`src/rtl/union_field_packer.sv`:
```
// Field-to-word packer: fills a packed union field by field and emits it as a whole word.
// Optional macro UNION_PACK_MSB_FIRST_EN places the first field in the MSBs instead of the LSBs.
module union_field_packer #(
  parameter int FIELD_W    = 4,
  parameter int NUM_FIELDS = 4
) (
  input  logic                              clk,
  input  logic                              rst_n,
  input  logic                              in_valid,
  output logic                              in_ready,
  input  logic [FIELD_W-1:0]                in_field,
  input  logic                              in_flush,
  output logic                              out_valid,
  input  logic                              out_ready,
  output logic [FIELD_W*NUM_FIELDS-1:0]     out_word,
  output logic [$clog2(NUM_FIELDS+1)-1:0]   out_count
);

  localparam int WORD_W = FIELD_W * NUM_FIELDS;
  localparam int IDX_W  = $clog2(NUM_FIELDS);
  localparam int CNT_W  = $clog2(NUM_FIELDS + 1);

  localparam logic [IDX_W-1:0] LAST_IDX = IDX_W'(NUM_FIELDS - 1);

  // The two views of the same storage: flat word and per-field array.
  typedef union packed {
    logic [WORD_W-1:0]                    word;
    logic [NUM_FIELDS-1:0][FIELD_W-1:0]   fields;
  } acc_t;

  acc_t             acc;
  acc_t             merged;
  logic [IDX_W-1:0] idx;
  logic [IDX_W-1:0] slot;
  logic             close;
  logic             accept;
  logic             out_fire;

  // Physical field position for the logical fill index.
`ifdef UNION_PACK_MSB_FIRST_EN
  assign slot = LAST_IDX - idx;
`else
  assign slot = idx;
`endif

  assign close    = (idx == LAST_IDX) || in_flush;
  assign in_ready = !(close && out_valid && !out_ready);
  assign accept   = in_valid && in_ready;
  assign out_fire = out_valid && out_ready;

  // Unwritten fields are already zero because acc is cleared after every close.
  always_comb begin
    // NOTE: assign the whole variable first so no path leaves it unassigned (no latch).
    merged              = acc;
    merged.fields[slot] = in_field;
  end

  // Fill side: accumulator and field index.
  always_ff @(posedge clk or negedge rst_n) begin
    if (!rst_n) begin
      // NOTE: every state register, including the wide accumulator, gets a reset value.
      acc <= '0;
      idx <= '0;
    end else if (accept) begin
      // NOTE: non-blocking assignments so all registers update from pre-edge values.
      if (close) begin
        acc <= '0;
        idx <= '0;
      end else begin
        acc <= merged;
        idx <= idx + IDX_W'(1);
      end
    end
  end

  // Output side: a new close overrides a same-edge handshake, keeping out_valid high.
  always_ff @(posedge clk or negedge rst_n) begin
    if (!rst_n) begin
      out_valid <= 1'b0;
      out_word  <= '0;
      out_count <= '0;
    end else if (accept && close) begin
      out_valid <= 1'b1;
      out_word  <= merged.word;
      out_count <= CNT_W'(idx) + CNT_W'(1);
    end else if (out_fire) begin
      out_valid <= 1'b0;
    end
  end

endmodule

```
`config.mk`:
```
export PLATFORM = sky130hd
export DESIGN_NAME = union_field_packer
export DESIGN_NICKNAME = d
export VERILOG_FILES = /design/src/rtl/union_field_packer.sv
export SDC_FILE = /design/constraint.sdc
export NUM_CORES = 1
export LEC_CHECK = 0
export CAP_MARGIN = 10
export CORE_AREA = 4 4 66 68
export CTS_BUF_LIST = sky130_fd_sc_hd__clkbuf_8
export CTS_CLUSTER_DIAMETER = 100
export DETAILED_ROUTE_END_ITERATION = 10
export DIE_AREA = 0 0 70 72
export PLACE_DENSITY = 0.87
export SLEW_MARGIN = 20
export SYNTH_ARGS = -nofsm -noshare
export SYNTH_HDL_FRONTEND = slang
export SYNTH_SLANG_ARGS = --single-unit
```
`constraint.sdc`:
```
create_clock -name clk -period 1.9 [get_ports clk]
set_clock_uncertainty 0.15 [all_clocks]
set_input_delay 0.57 -clock clk [delete_from_list [all_inputs] [get_ports clk]]
set_output_delay 0.57 -clock clk [all_outputs]
set_load 0.05 [all_outputs]
```
# After elaboration in Yosys (flattened, before gate mapping)
# Index checks and enable logic that the tools add are counted.
# Widths: inputs -> output; s select.
totals:
  ramBits: 0
  memories: 0
  reg_bits: 38
  rom_bits: 0
  latchBits: 0
  inputBits: 9
classes:
  n_lt_le_gt_ge: 2
  n_eq_ne: 1
  muxes: 7
  reduce_logical: 10
  div: 0
  n_shift: 0
  bitwise: 0
  n_mul: 0
  add_sub_neg: 2
op_table:
  columns: ["operator", "count"]
  rows:
  - ["$bwmux 16", 1]
  - ["$mux 16", 1]
  - ["$demux 4 s2", 1]
  - ["$logic_and 1x1->1", 6]
  - ["$mux 4", 1]
  - ["$add 2x1->3 const B", 1]
  - ["$lt 2x3->1 const B", 1]
  - ["$add 2x1->2 const B", 1]
  - ["$eq 2x2->1 const B", 1]
  - ["$ge 2x1->1 const B", 1]
  - ["$logic_not 1->1", 2]
  - ["$mux 1", 2]
  - ["$mux 2", 1]
  - ["$reduce_bool 2->1", 1]
  - ["$logic_or 1x1->1", 1]

# Longest topological paths before layout
logic_depth:
  word_depth: 8
  ltp_mapped: 6
  ltp_nobuf: 5

# Worst setup path after synthesis
# No wires, ideal clock.
synth_path:
  kind: "flip-flop to output port"
  from: "reg out_valid"
  to: "out in_ready"
  path_slack_ns: -0.101
  required_time_ns: 1.180
  stages_incl_launch_ff: 4
  t_arrival_ns: 1.281
  path_cell_list: "dfrtp_1 -> nand2b_1 -> buf_2 -> or2_2"
synth_between:
  elab_chain_len: 3
synth_rtl:
  columns: ["item", "line_no", "text"]
  rows:
  - ["start: declaration", "13", "output logic out_valid,"]
  - ["start signal: assignment", "79", "out_valid <= 1'b0;"]
  - ["start signal: assignment", "83", "out_valid <= 1'b1;"]
  - ["start signal: assignment", "87", "out_valid <= 1'b0;"]
  - ["$logic_and 1x1->1 (2 in a row)", "47", "assign in_ready = !(close && out_valid && !out_ready);"]
  - ["$logic_not 1->1", "47", null]
  - ["end: declaration", "10", "output logic in_ready,"]
# Every way passes these cells.

# Worst setup path after layout
layout_path:
  from: "reg idx[0]"
  to: "out in_ready"
layout_between:
  elab_chain_len: 5
layout_rtl:
  columns: ["item", "line_no", "text"]
  rows:
  - ["start: declaration", "33", "logic [IDX_W-1:0] idx;"]
  - ["start signal: assignment", "71", "idx <= idx + IDX_W'(1);"]
  - ["$eq 2x2->1", "46", "assign close = (idx == LAST_IDX) || in_flush;"]
  - ["$logic_or 1x1->1", "46", null]
  - ["$logic_and 1x1->1 (2 in a row)", "47", null]
  - ["$logic_not 1->1", "47", null]
# Every way passes these cells.

==> results.tsv <==
metric	value	unit
Pwr Density	1200	nW/µm²
H-Tree Level Count	2	
#FFs+latches synth	38	
global-route usage over all layers	19.1	%
sequential power share	35.4	%
Yosys top cell area share	52.4	%
Setup crit end kind	output pin	
die area	5040	µm²
initial antenna violation count	0	
layout cells sized above 1	59.5	%
ANT nets after route	0	
CORE AREA	3860	µm²
first-pass GRT wire length	7390	µm
cell internal pwr	2.02	mW
cell taking the most area after synthesis	dfrtp_1	
iteration count of the initial detailed-routing pass	4	
WP data arrival	1.34	ns
worst r2r path cells	5	
Avg Cell Area, Syn	15.3	µm²
Slew HR	79.5	%
CP max-delay cell	dfrtp_1	
Synth Net Count	132	
vias in the first global route	1443	
worst setup margin	-0.157	ns
Sw Ratio	36.0	%
critical path's top delay family	flip-flops	
ys async rst share	100	%
Finish-stage setup viols	1	
Die W	70	µm
ordered cell list for the critical path	ha_4 -> nor2_4 -> or2_4 -> buf_12	
Worst-Margin Slew	0.307	ns
Final Hold Vio Count	0	
clock share of power	17.3	%
WL/cell	21.1	µm
n_diodes	0	
gr ovfl total	0	
most frequent cells after synthesis	38 x dfrtp_1, 21 x mux2_2, 10 x mux2_4	
post-synthesis cell count	119	
Non-Filler Cell Area, Final	2640	µm²
drt first-iter violations	53	
Max Slew Vio Count	0	
area grow syn2layout	45.5	%
Layout Utilization	68.5	%
# rows	23	
CP bufs+invs	1	
worst-path fanout max	3	
max cap viols	0	
Largest stage delay, worst path	0.43	ns
min Tclk post-route	2.06	ns
Peak VDD IR	0.000817	V
Crit Path Class	flop to output pin	
CTS Sinks	38	
Leak	1.27	nW
Comb pwr share	47.3	%
nets@finish	177	
die span in y	72	µm
violated checks	setup timing	
startpoint types	flop	
Fmax	0.486	GHz
status	complete, but fails checks	
most instantiated library cell after synthesis	dfrtp_1	
Psw	1.14	mW
Fillers	273	
Vias/cell	5.66	
number of port buffers	29	
clock buffer depth	2	
gpl congestion	0.781	
# DRC	0	
initial core utilization	47.1	%
Cell Area, Placed	2470	µm²
post-DP HPWL	3120	µm
Seq/Total Area, Yosys	52.4	%
Via Count	1206	
Post-synth EDFFs	0	
wirelength, routed	4500	µm
clk_lat worst skew	0.29	ns
root buffer cell	clkbuf_8	
largest net degree at the start of global routing	39	
synth warn	0	
Worst Hold Class	flop to flop	
cts bufs inserted	5	
ys flop type	dfrtp_1	
period utilization	108	%
unique cell type count in the Yosys netlist	23	
I/O pin cnt	30	
critical path depth	4	
TritonCTS clock tree	done	
Mapped Area	1820	µm²
hold path cells	1	
RSZ-0062 raised after global routing	yes	
Crit path required time	1.18	ns
Clock transition at path regs	0.07	ns
largest cells by area after synthesis	dfrtp_1 52%, mux2_2 13%, mux2_4 8.3%	
## state kept, by name (all words and copies together) (netlist names)
| name | flops |
|---|---|
| acc | 16 |
| out_word | 16 |
| out_count | 3 |
| idx | 2 |
| out_valid | 1 |
## worst register-to-register path: cells and delay by family (launching register included)
| kind | cells | cell delay, ns |
|---|---|---|
| adder cells (fa/ha/maj) | 1 | 0.20 |
| AO/OA/AOI/OAI | 2 | 0.31 |
| buffers and inverters | 1 | 0.17 |
| flip-flops | 1 | 0.43 |
| AND/OR/NAND/NOR | 1 | 0.57 |
## timing repair
action / CTS / global route
endpoints found under the hold margin: 0 / 0
hold buffers: 0 / 0
cloned: 0 / 0
setup endpoints to repair: 25 / 7
gates resized for setup: 14 / 4
pin swaps: 5 / 2
setup buffers: 3 / 0
## metrics by stage
stage,worst slack [ns],power [mW],setup TNS [ns],hold slack [ns],cells
after floorplan,0.0130,1.85,0,0.124,119
after global placement,-0.381,2.51,-11.16,0.316,205
after detailed placement,-0.495,2.56,-13.52,0.323,205
after CTS,-0.154,3.15,-0.154,0.343,213
after global routing,-0.195,3.29,-0.249,0.365,213
final,-0.157,3.16,-0.157,0.339,213
## routing by layer
| layer | share of wire (%) | track usage (%) | vias up |
|---|---|---|---|
| met5 | 0 | 0 | - |
| met4 | 1.5 | 6.17 | 0 |
| met3 | 4.7 | 5.68 | 7 |
| met2 | 57 | 35.3 | 43 |
| met1 | 37 | 21.1 | 624 |
| li1 | - | - | 532 |
## power groups by stage
stage          clock (mW)  combinational, mW  sequential, mW
6_report            0.546               1.50            1.12
5_1_grt             0.597               1.55            1.14
4_1_cts             0.554               1.48            1.12
3_5_place_dp            0               1.43            1.13
3_3_place_gp            0               1.39            1.12
2_1_floorplan           0              0.402            1.45
## cell type report
type,count,area (µm²),share of cell area (%)
multi-input cells,70,866,32.8
repair buffers,47,671,25.4
inverters,2,7.51,0.284
flip-flops and latches,38,952,36.0
clock buffers,6,82.6,3.13
well taps,50,62.6,2.37
## kinds of logic (layout without fill, tap and decap cells)
| family | count (synthesis) | after routing | share of synthesized area [%] |
|---|---|---|---|
| AOI/OAI and AO/OA | 18 | 18 | 10.3 |
| DFF | 38 | 38 | 52.4 |
| and+or+nand+nor | 13 | 13 | 6.41 |
| muxes | 35 | 35 | 23.8 |
| adders and majority gates | 4 | 4 | 2.76 |
| buffers and inverters | 11 | 55 | 4.41 |
## worst paths after layout
kind	start	end	slack, ns
worst max-delay path	idx[0]	in_ready	-0.16
worst min-delay path	acc[15]	acc[15]	0.34
worst max register to register	idx[0]	acc[10]	0
worst min register to register	acc[15]	acc[15]	0.34
max in group asynchronous	rst_n	out_valid	0.89
min in group asynchronous	rst_n	out_word[9]	0.50
## cells in the final DEF, fill, tap and decap left out, drive strengths merged
cell type,count
and2,5
nand2b,1
nor2,1
o211ai,3
inv,2
nand2,1
o21ai,1
or2,1
dfrtp,38
clkdlybuf4s50,5
clkdlybuf4s15,1
nand3b,1
a22o,1
a32o,13
dlygate4sd2,2
mux2,35
or4b,3
clkbuf,6
buf,39
ha,4
(Power assumes the default switching activity.)
